### config.mk
export PLATFORM = sky130hd
export DESIGN_NAME = pkt_stream_parser
export DESIGN_NICKNAME = d
export VERILOG_FILES = /design/src/rtl/pkt_link_pkg.sv /design/src/rtl/pkt_chk_accum.sv /design/src/rtl/pkt_stream_parser.sv
export SDC_FILE = /design/constraint.sdc
export NUM_CORES = 1
export LEC_CHECK = 0
export ABC_CLOCK_PERIOD_IN_PS = 2750
export CAP_MARGIN = 0
export CORE_MARGIN = 1.5
export CORE_UTILIZATION = 30
export CTS_CLUSTER_SIZE = 20
export DETAILED_ROUTE_END_ITERATION = 10
export DONT_BUFFER_PORTS = 1
export GPL_TIMING_DRIVEN = 0
export SLEW_MARGIN = 10
export SYNTH_ARGS = -nofsm -noshare
export SYNTH_HDL_FRONTEND = slang
export SYNTH_HIERARCHICAL = 1
export SYNTH_SLANG_ARGS = --single-unit
### constraint.sdc
create_clock -name clk -period 2.75 [get_ports clk]
set_clock_uncertainty 0.05 [all_clocks]
set_input_delay 0.825 -clock clk [delete_from_list [all_inputs] [get_ports clk]]
set_output_delay 0.825 -clock clk [all_outputs]
set_load 0.02 [all_outputs]
### src/rtl/pkt_link_pkg.sv
// Shared definitions for the packet link: framing bytes, parser states,
// error classes, checksum modes and the checksum step used by both the
// RX parser and the TX packetiser.
package pkt_link_pkg;

    localparam logic [7:0] START_BYTE = 8'hAA;
    localparam logic [7:0] END_BYTE   = 8'h55;

    // Parser position within a frame: AA, TYPE, LEN, payload, CHK, 55.
    typedef enum logic [2:0] {
        ST_IDLE = 3'd0,
        ST_TYPE = 3'd1,
        ST_LEN  = 3'd2,
        ST_PD   = 3'd3,
        ST_CHK  = 3'd4,
        ST_END  = 3'd5
    } parser_state_t;

    // Error classes reported on o_err_code.
    typedef enum logic [2:0] {
        ERR_NONE    = 3'd0,
        ERR_CHK     = 3'd1,
        ERR_END     = 3'd2,
        ERR_LEN     = 3'd3,
        ERR_TIMEOUT = 3'd4,
        ERR_OVF     = 3'd5
    } err_code_t;

    // Checksum flavour: running XOR or 8-bit sum with carries discarded.
    typedef enum logic {
        CHK_XOR = 1'b0,
        CHK_SUM = 1'b1
    } chk_mode_t;

    // One accumulation step of the frame checksum.
    function automatic logic [7:0] chk_step(input chk_mode_t mode,
                                            input logic [7:0] acc,
                                            input logic [7:0] din);
        logic [7:0] res;
        if (mode == CHK_SUM) begin
            res = acc + din;
        end else begin
            res = acc ^ din;
        end
        return res;
    endfunction

endpackage

### src/rtl/pkt_chk_accum.sv
// 8-bit frame checksum accumulator. clr zeroes the running value, acc_en
// folds din into it. The result is registered, so it reflects every byte
// accumulated on earlier cycles.
module pkt_chk_accum
    import pkt_link_pkg::*;
#(
    parameter int CHK_MODE = 0
) (
    input  logic       clk,
    input  logic       rst_n,
    input  logic       clr,
    input  logic       acc_en,
    input  logic [7:0] din,
    output logic [7:0] sum
);

    localparam chk_mode_t MODE = (CHK_MODE != 0) ? CHK_SUM : CHK_XOR;

    // Running checksum register; clear takes priority over accumulate.
    always_ff @(posedge clk or negedge rst_n) begin
        if (!rst_n) begin
            sum <= 8'h00;
        end else if (clr) begin
            sum <= 8'h00;
        end else if (acc_en) begin
            sum <= chk_step(MODE, sum, din);
        end
    end

endmodule

### src/rtl/pkt_stream_parser.sv
// Byte-stream packet parser between the UART RX and the packet consumer.
// Frames are AA, TYPE, LEN, LEN payload bytes, CHK, 55. Good packets whose
// type passes the filter are loaded into a one-deep output register; every
// malformed frame, timeout or overflow produces a one-cycle error pulse.
//
// Output handshake: o_valid rises together with o_data/o_len/o_type and all
// four hold steady until a cycle where o_valid && o_ready, which consumes the
// packet. A packet completing on that same cycle replaces the consumed one;
// a packet completing while the register is full and o_ready is low is
// dropped and reported as an overflow.
module pkt_stream_parser
    import pkt_link_pkg::*;
#(
    parameter int         MAX_PD_LEN  = 8,
    parameter int         CHK_MODE    = 0,
    parameter int         TIMEOUT_CYC = 1000,
    parameter logic [7:0] TYPE_MASK   = 8'h00,
    parameter logic [7:0] TYPE_MATCH  = 8'h00,
    parameter int         CNT_W       = 16
) (
    input  logic                    clk,
    input  logic                    rst_n,
    input  logic [7:0]              i_data,
    input  logic                    i_valid,
    output logic [8*MAX_PD_LEN-1:0] o_data,
    output logic [7:0]              o_len,
    output logic [7:0]              o_type,
    output logic                    o_valid,
    input  logic                    o_ready,
    output logic                    o_err,
    output logic [2:0]              o_err_code,
    output logic [CNT_W-1:0]        o_pkt_cnt,
    output logic [CNT_W-1:0]        o_err_cnt
);

    localparam int PD_W = 8 * MAX_PD_LEN;
    localparam logic [7:0] MAX_LEN = 8'(MAX_PD_LEN);

    // The idle counter only needs to count up to TIMEOUT_CYC-1: the cycle on
    // which it would reach TIMEOUT_CYC is the one that fires the timeout.
    localparam bit TO_EN = (TIMEOUT_CYC != 0);
    localparam int TO_W  = (TIMEOUT_CYC > 1) ? $clog2(TIMEOUT_CYC) : 1;
    localparam logic [TO_W-1:0] TO_LAST = TO_W'((TIMEOUT_CYC > 0) ? TIMEOUT_CYC - 1 : 0);

    parser_state_t   state;
    logic [7:0]      type_q;
    logic [7:0]      len_q;
    logic [7:0]      cnt_q;
    logic [PD_W-1:0] pd_buf;
    logic [TO_W-1:0] idle_cnt;

    logic            acc_clr;
    logic            acc_en;
    logic [7:0]      chk_sum;

    logic            type_pass;
    logic            timeout_hit;
    logic            err_fire;
    err_code_t       err_code;
    logic            deliver;

    function automatic logic [CNT_W-1:0] sat_inc(input logic [CNT_W-1:0] v);
        logic [CNT_W-1:0] res;
        if (v == {CNT_W{1'b1}}) begin
            res = v;
        end else begin
            res = v + CNT_W'(1);
        end
        return res;
    endfunction

    // Checksum covers TYPE, LEN and payload; a start byte begins a fresh sum.
    assign acc_clr = i_valid && (state == ST_IDLE) && (i_data == START_BYTE);
    assign acc_en  = i_valid && ((state == ST_TYPE) || (state == ST_LEN) || (state == ST_PD));

    pkt_chk_accum #(
        .CHK_MODE (CHK_MODE)
    ) u_chk_accum (
        .clk    (clk),
        .rst_n  (rst_n),
        .clr    (acc_clr),
        .acc_en (acc_en),
        .din    (i_data),
        .sum    (chk_sum)
    );

    // Only the masked type bits have to equal TYPE_MATCH.
    assign type_pass = (((type_q ^ TYPE_MATCH) & TYPE_MASK) == 8'h00);

    // A byte arriving on the would-be timeout cycle wins over the timeout.
    assign timeout_hit = TO_EN && (state != ST_IDLE) && !i_valid && (idle_cnt == TO_LAST);

    // Classify the current cycle: at most one error, or a packet delivery.
    always_comb begin
        err_fire = 1'b0;
        err_code = ERR_NONE;
        deliver  = 1'b0;
        if (timeout_hit) begin
            err_fire = 1'b1;
            err_code = ERR_TIMEOUT;
        end else if (i_valid) begin
            case (state)
                ST_LEN: begin
                    if (i_data > MAX_LEN) begin
                        err_fire = 1'b1;
                        err_code = ERR_LEN;
                    end
                end
                ST_CHK: begin
                    if (i_data != chk_sum) begin
                        err_fire = 1'b1;
                        err_code = ERR_CHK;
                    end
                end
                ST_END: begin
                    if (i_data != END_BYTE) begin
                        err_fire = 1'b1;
                        err_code = ERR_END;
                    end else if (type_pass) begin
                        if (o_valid && !o_ready) begin
                            err_fire = 1'b1;
                            err_code = ERR_OVF;
                        end else begin
                            deliver = 1'b1;
                        end
                    end
                end
                default: begin
                end
            endcase
        end
    end

    // Frame FSM: advances one step per received byte, aborts on timeout.
    always_ff @(posedge clk or negedge rst_n) begin
        if (!rst_n) begin
            state    <= ST_IDLE;
            type_q   <= 8'h00;
            len_q    <= 8'h00;
            cnt_q    <= 8'h00;
            pd_buf   <= '0;
            idle_cnt <= '0;
        end else begin
            if ((state == ST_IDLE) || i_valid || !TO_EN) begin
                idle_cnt <= '0;
            end else begin
                idle_cnt <= idle_cnt + TO_W'(1);
            end

            if (timeout_hit) begin
                state <= ST_IDLE;
            end else if (i_valid) begin
                case (state)
                    ST_IDLE: begin
                        if (i_data == START_BYTE) begin
                            state  <= ST_TYPE;
                            type_q <= 8'h00;
                            len_q  <= 8'h00;
                            cnt_q  <= 8'h00;
                            pd_buf <= '0;
                        end
                    end
                    ST_TYPE: begin
                        type_q <= i_data;
                        state  <= ST_LEN;
                    end
                    ST_LEN: begin
                        len_q <= i_data;
                        cnt_q <= 8'h00;
                        if (i_data > MAX_LEN) begin
                            state <= ST_IDLE;
                        end else if (i_data == 8'h00) begin
                            state <= ST_CHK;
                        end else begin
                            state <= ST_PD;
                        end
                    end
                    ST_PD: begin
                        for (int i = 0; i < MAX_PD_LEN; i++) begin
                            if (cnt_q == 8'(i)) begin
                                pd_buf[i*8 +: 8] <= i_data;
                            end
                        end
                        cnt_q <= cnt_q + 8'd1;
                        if (cnt_q == (len_q - 8'd1)) begin
                            state <= ST_CHK;
                        end
                    end
                    ST_CHK: begin
                        state <= (i_data == chk_sum) ? ST_END : ST_IDLE;
                    end
                    ST_END: begin
                        state <= ST_IDLE;
                    end
                    default: begin
                        state <= ST_IDLE;
                    end
                endcase
            end
        end
    end

    // Output register, error pulse and saturating counters.
    always_ff @(posedge clk or negedge rst_n) begin
        if (!rst_n) begin
            o_data     <= '0;
            o_len      <= 8'h00;
            o_type     <= 8'h00;
            o_valid    <= 1'b0;
            o_err      <= 1'b0;
            o_err_code <= 3'd0;
            o_pkt_cnt  <= '0;
            o_err_cnt  <= '0;
        end else begin
            o_err      <= err_fire;
            o_err_code <= err_code;
            if (err_fire) begin
                o_err_cnt <= sat_inc(o_err_cnt);
            end

            if (deliver) begin
                o_valid   <= 1'b1;
                o_data    <= pd_buf;
                o_len     <= len_q;
                o_type    <= type_q;
                o_pkt_cnt <= sat_inc(o_pkt_cnt);
            end else if (o_valid && o_ready) begin
                o_valid <= 1'b0;
            end
        end
    end

endmodule

# After elaboration in Yosys (flattened, before gate mapping)
# Index checks and enable logic that the tools add are counted.
# word_totals
output_inout_bits,117
regBits,226
in_bits,12
elab_cells,146
# op_classes
n_reduce_logical,37
bitwise_logic,4
eq_ne,31
n_mux,46
add_sub_neg,5
n_lt_le_gt_ge,1
# op_table
operator,count
case mux 64 bit (2 select lines),1
two-way mux 8 bit,11
two-way mux 64 bit,1
AND reduction 5 bit,8
two-way mux 3 bit,11
"adder 16 x 1 -> 16 bit, second input constant",2
"equality test 16 bit, second input constant",2
"equality test 8 x 3 -> 1 bit, second input constant",4
case mux 8 bit (2 select lines),2
case mux 8 bit (3 select lines),1
"inequality test 2 x 1 -> 1 bit, second input constant",9
"equality test 8 x 2 -> 1 bit, second input constant",2
equality test 8 bit,2
logical NOT 8 bit,2
case mux 3 bit (5 select lines),1
two-way mux 1 bit,14
AND reduction 4 bit,3
nonzero test 2 bit,6
"adder 10 x 1 -> 10 bit, second input constant",1
"equality test 10 bit, second input constant",1
two-way mux 10 bit,1
case mux 3 bit (3 select lines),1
"adder 8 x 1 -> 8 bit, second input constant",1
"equality test 8 x 1 -> 1 bit, second input constant",1
other kinds (20),36

# Longest topological paths before layout
# depth
depth_word,8
mapped_depth,9
ltp_nobuf,8

# Modules after synthesis
# The synthesis kept the hierarchy.
# modules_own_cells
module,seq_area_each_um2,n_inst,cells_each,area_each_um2
pkt_stream_parser,5455.2,1,939,9610.5
pkt_chk_accum,200.2,1,35,406.6

# Worst setup path before layout
# OpenSTA, ideal clock, no wires.
# synth_path
path_type,in2reg
startpoint,input port i_data[0]
endpoint,register pd_buf[48]
arrival_time_ps,2509
required_time_ps,2575
setup_ps,125
path_stages,6
path_buffers,0
slack_ps,66
cell_sequence,or4_1 > nor2_1 > nand2_1 > a21o_1 > a21oi_2 > mux2_2
# synth_via
elab_chain_cells,3
word_cells_on_any_way,5
classes_between,eq/ne: 2; mux: 2; reduce/logical: 1
# synth_rtl
element,line,source
start: declaration,pkt_stream_parser.sv:23,"input logic [7:0] i_data,"
equality test 8 bit,pkt_stream_parser.sv:155,if (i_data == START_BYTE) begin
inequality test 2 x 1 -> 1 bit (no source line),n/a,
AND reduction 5 bit (no source line),n/a,
end signal: indexed assignment,pkt_stream_parser.sv:181,pd_buf[i*8 +: 8] <= i_data;
end: declaration,pkt_stream_parser.sv:49,logic [PD_W-1:0] pd_buf;
# Several ways; a longest one is shown, not always the timed one. The select of a mux whose other input is x is not followed.
# A chain may end at the register's enable or synchronous reset.

# Worst setup path in the final report
# layout_path
startpoint,register cnt_q[6]
endpoint,register pd_buf[50]
# layout_via
elab_chain_cells,3
# layout_rtl
element,line,source
start: declaration,pkt_stream_parser.sv:48,logic [7:0] cnt_q;
start signal: assignment,pkt_stream_parser.sv:184,cnt_q <= cnt_q + 8'd1;
equality test 8 x 3 -> 1 bit,pkt_stream_parser.sv:180,if (cnt_q == 8'(i)) begin
inequality test 2 x 1 -> 1 bit (no source line),n/a,
AND reduction 5 bit (no source line),n/a,
# Every way passes these cells.

==> metrics.csv <==
metric,value,unit
WL per Instance,17.3,um
Cell variety after synth,59,
asr flop ratio synth,1.00,
vias in the first global route,6814,
Worst-Margin Slew,0.790,ns
largest net degree at the start of global routing,227,
failing checks,hold timing,
startpoint class of the critical path,flop,
pre-CTS setup slack,-0.435,ns
# clock sinks,226,
CP required,3.11,ns
minimum clock period,2.61,ns
setup bufs post-CTS,0,
layout cells sized above 1,0.155,
critical path arrival,2.97,ns
"flops & latches, synth",226,
Post-Syn Nets,994,
CTS max path bufs,3,
power density over the cells,814,nW/um2
area delta synth->final,14.3,%
DRC,0,
CTS root buffer,clkbuf_16,
fmax,384,MHz
Hold Slack,-0.0525,ns
"EDFF count, synth",0,
initial antenna violation count,1,
worst setup margin,0.143,ns
Synth Area per Inst,10.3,um2
die width,186,um
post-route clock period utilization,0.948,
dpl cells,1416,
Worst-Skew Late Latency,0.54,ns
via count,6921,
grt total ovfl,0,
first-pass GRT wire length,39.3,mm
H-tree Lvls,1,
most frequent cells in the layout,"305 x nand2_1, 226 x dfrtp_1, 69 x mux2_2, 37 x clkbuf_1, 36 x nand3_1",
Setup TNS,0,ns
HP Class,in2async,
"Cell Area, Placed",10600,um2
Synth Instances,974,
YS warnings,6,
Worst-path clk slew,0.06,ns
hpwl dp,16.8,mm
register area share after synthesis,0.565,
FILL cells,3336,
VDD IR-drop max,0.522,mV
CTS tree,built,
gr usage total,0.146,
final hold vios,226,
DR pass1 iterations,4,
final instance area,11400,um2
final setup vio count,0,
unrepaired setup endpoints after global routing,false,
ANT nets after route,0,
"most common cell after layout, fill and taps aside",nand2_1,
Detailed Route WL,25.3,mm
antenna cells,0,
P_leak,5.63,nW
MaxCap Viol Count,0,
initial core utilization,0.306,
clock buffer count from CTS,26,
Top Ports,129,
post-layout util,0.350,
status,"complete, but fails checks",
largest area contributor in the netlist,dfrtp_1,
Post-synth top flop,dfrtp_1,
Non-Filler Instances,1463,
core area,32700,um2
Syn Std Cell Area,10000,um2
GPL Wtd Cong,0.826,
Final #Nets,1021,
Worst slew margin,0.474,
die height,186,um
crit path capture type,flop,
Rows,66,
detailed router's first-iteration violation count,382,
Worst Path Max Fanout,8,
Port Buffers,0,
dominant cells by area after synthesis,"dfrtp_1 56%, nand2_1 11%, mux2_2 7.8%",
Die Area,34500,um2
critical path type,reg2reg,
Via density,4.73,
Max Slew Vio Count,0,
Synth top area share,0.565,
[worst max-delay path, stage by stage, from the launching register on]
cell	delay, ns
dfrtp_1	0.35
clkbuf_1	0.21
or4_1	0.61
nor3b_2	0.30
nand2_1	0.12
a21oi_2	0.46
mux2_2	0.39
[sequential cells by signal, indices dropped and copies added, names as in the netlist]
register / count
cnt_q: 8
idle_cnt: 10
len_q: 8
o_data: 64
o_err: 1
o_err_cnt: 16
o_err_code: 3
o_len: 8
o_pkt_cnt: 16
o_type: 8
o_valid: 1
pd_buf: 64
state: 3
type_q: 8
u_chk_accum/sum: 8
[metrics by stage]
step | power (mW) | hold WS (ns)
finish | 9.32 | -0.0525
global route | 9.80 | -0.0722
CTS | 9.43 | -0.0777
detailed placement | 5.92 | 0.401
global placement | 5.85 | 0.395
floorplan | 5.43 | 0.383
[cell usage after synthesis, types with 3 or more instances]
library cell	instances
buf_2	10
a31oi_1	3
xor2_1	35
mux2_2	69
a21bo_2	6
nor3_1	10
nand4_1	11
buf_6	4
o21ai_0	15
dfrtp_1	226
nand3_1	36
xnor2_1	19
a21oi_1	17
nand3b_1	10
a211oi_1	12
nand2_2	4
or3_1	4
inv_1	10
nor4_1	9
buf_4	3
nand2b_1	10
nor2_1	33
and2_1	10
o31ai_1	3
nand2_1	305
and3_1	12
nor3_2	3
clkbuf_1	33
nor2b_1	5
ha_1	8
[routing by layer]
layer / wire length (um) / share of wire / vias to the layer above / global-route usage
li1: - / - / 3305 / -
met1: 11300 / 0.45 / 3425 / 0.194
met2: 11500 / 0.45 / 155 / 0.230
met3: 2050 / 0.081 / 36 / 0.0462
met4: 479 / 0.019 / 0 / 0.0400
met5: 0 / 0 / - / 0
[area by class of cell]
cell class              instances  area, um2  share of cell area
inverters                      10       37.5             0.00328
well taps                     442        553              0.0483
flip-flops and latches        226       5660               0.494
clock buffers                  38        746              0.0651
clock inverters                10        116              0.0102
plain buffers                  50        244              0.0213
multi-input cells             687       4100               0.358
[report_power, final]
group / leakage, nW / switching, mW / internal, mW
Clock: 0.420 / 1.39 / 2.07
Sequential: 3.10 / 0.337 / 3.71
Combinational: 2.10 / 1.04 / 0.776
[final timing paths]
check / startpoint / endpoint / slack, ns / cells after the start
setup / recovery: cnt_q[6] / pd_buf[50] / 0.14 / 6
hold / removal: rst_n / o_type[4] / -0.05 / 0
setup reg to reg: cnt_q[6] / pd_buf[50] / 0.14 / 6
hold reg to reg: pd_buf[22] / o_data[22] / 0.41 / 2
max in group asynchronous: rst_n / o_data[23] / 2.44 / 0
min in group clk: i_data[2] / len_q[2] / 0.37 / 2
[timing repair]
item,4_1_cts,5_1_grt
setup endpoints to repair,11,60
resized for setup,1,6
endpoints found under the hold margin,226,226
pin swaps,0,0
[kinds of logic after synthesis]
| logic type | after synthesis | synth area share |
|---|---|---|
| and+or+nand+nor | 476 | 0.214 |
| DFF | 226 | 0.565 |
| AOI/OAI and AO/OA | 80 | 0.0580 |
| muxes | 69 | 0.0776 |
| buffers and inverters | 61 | 0.0282 |
| xor gates and xnor gates | 54 | 0.0472 |
| adders and majority gates | 8 | 0.00999 |
Power figures use the tool's default switching activity.
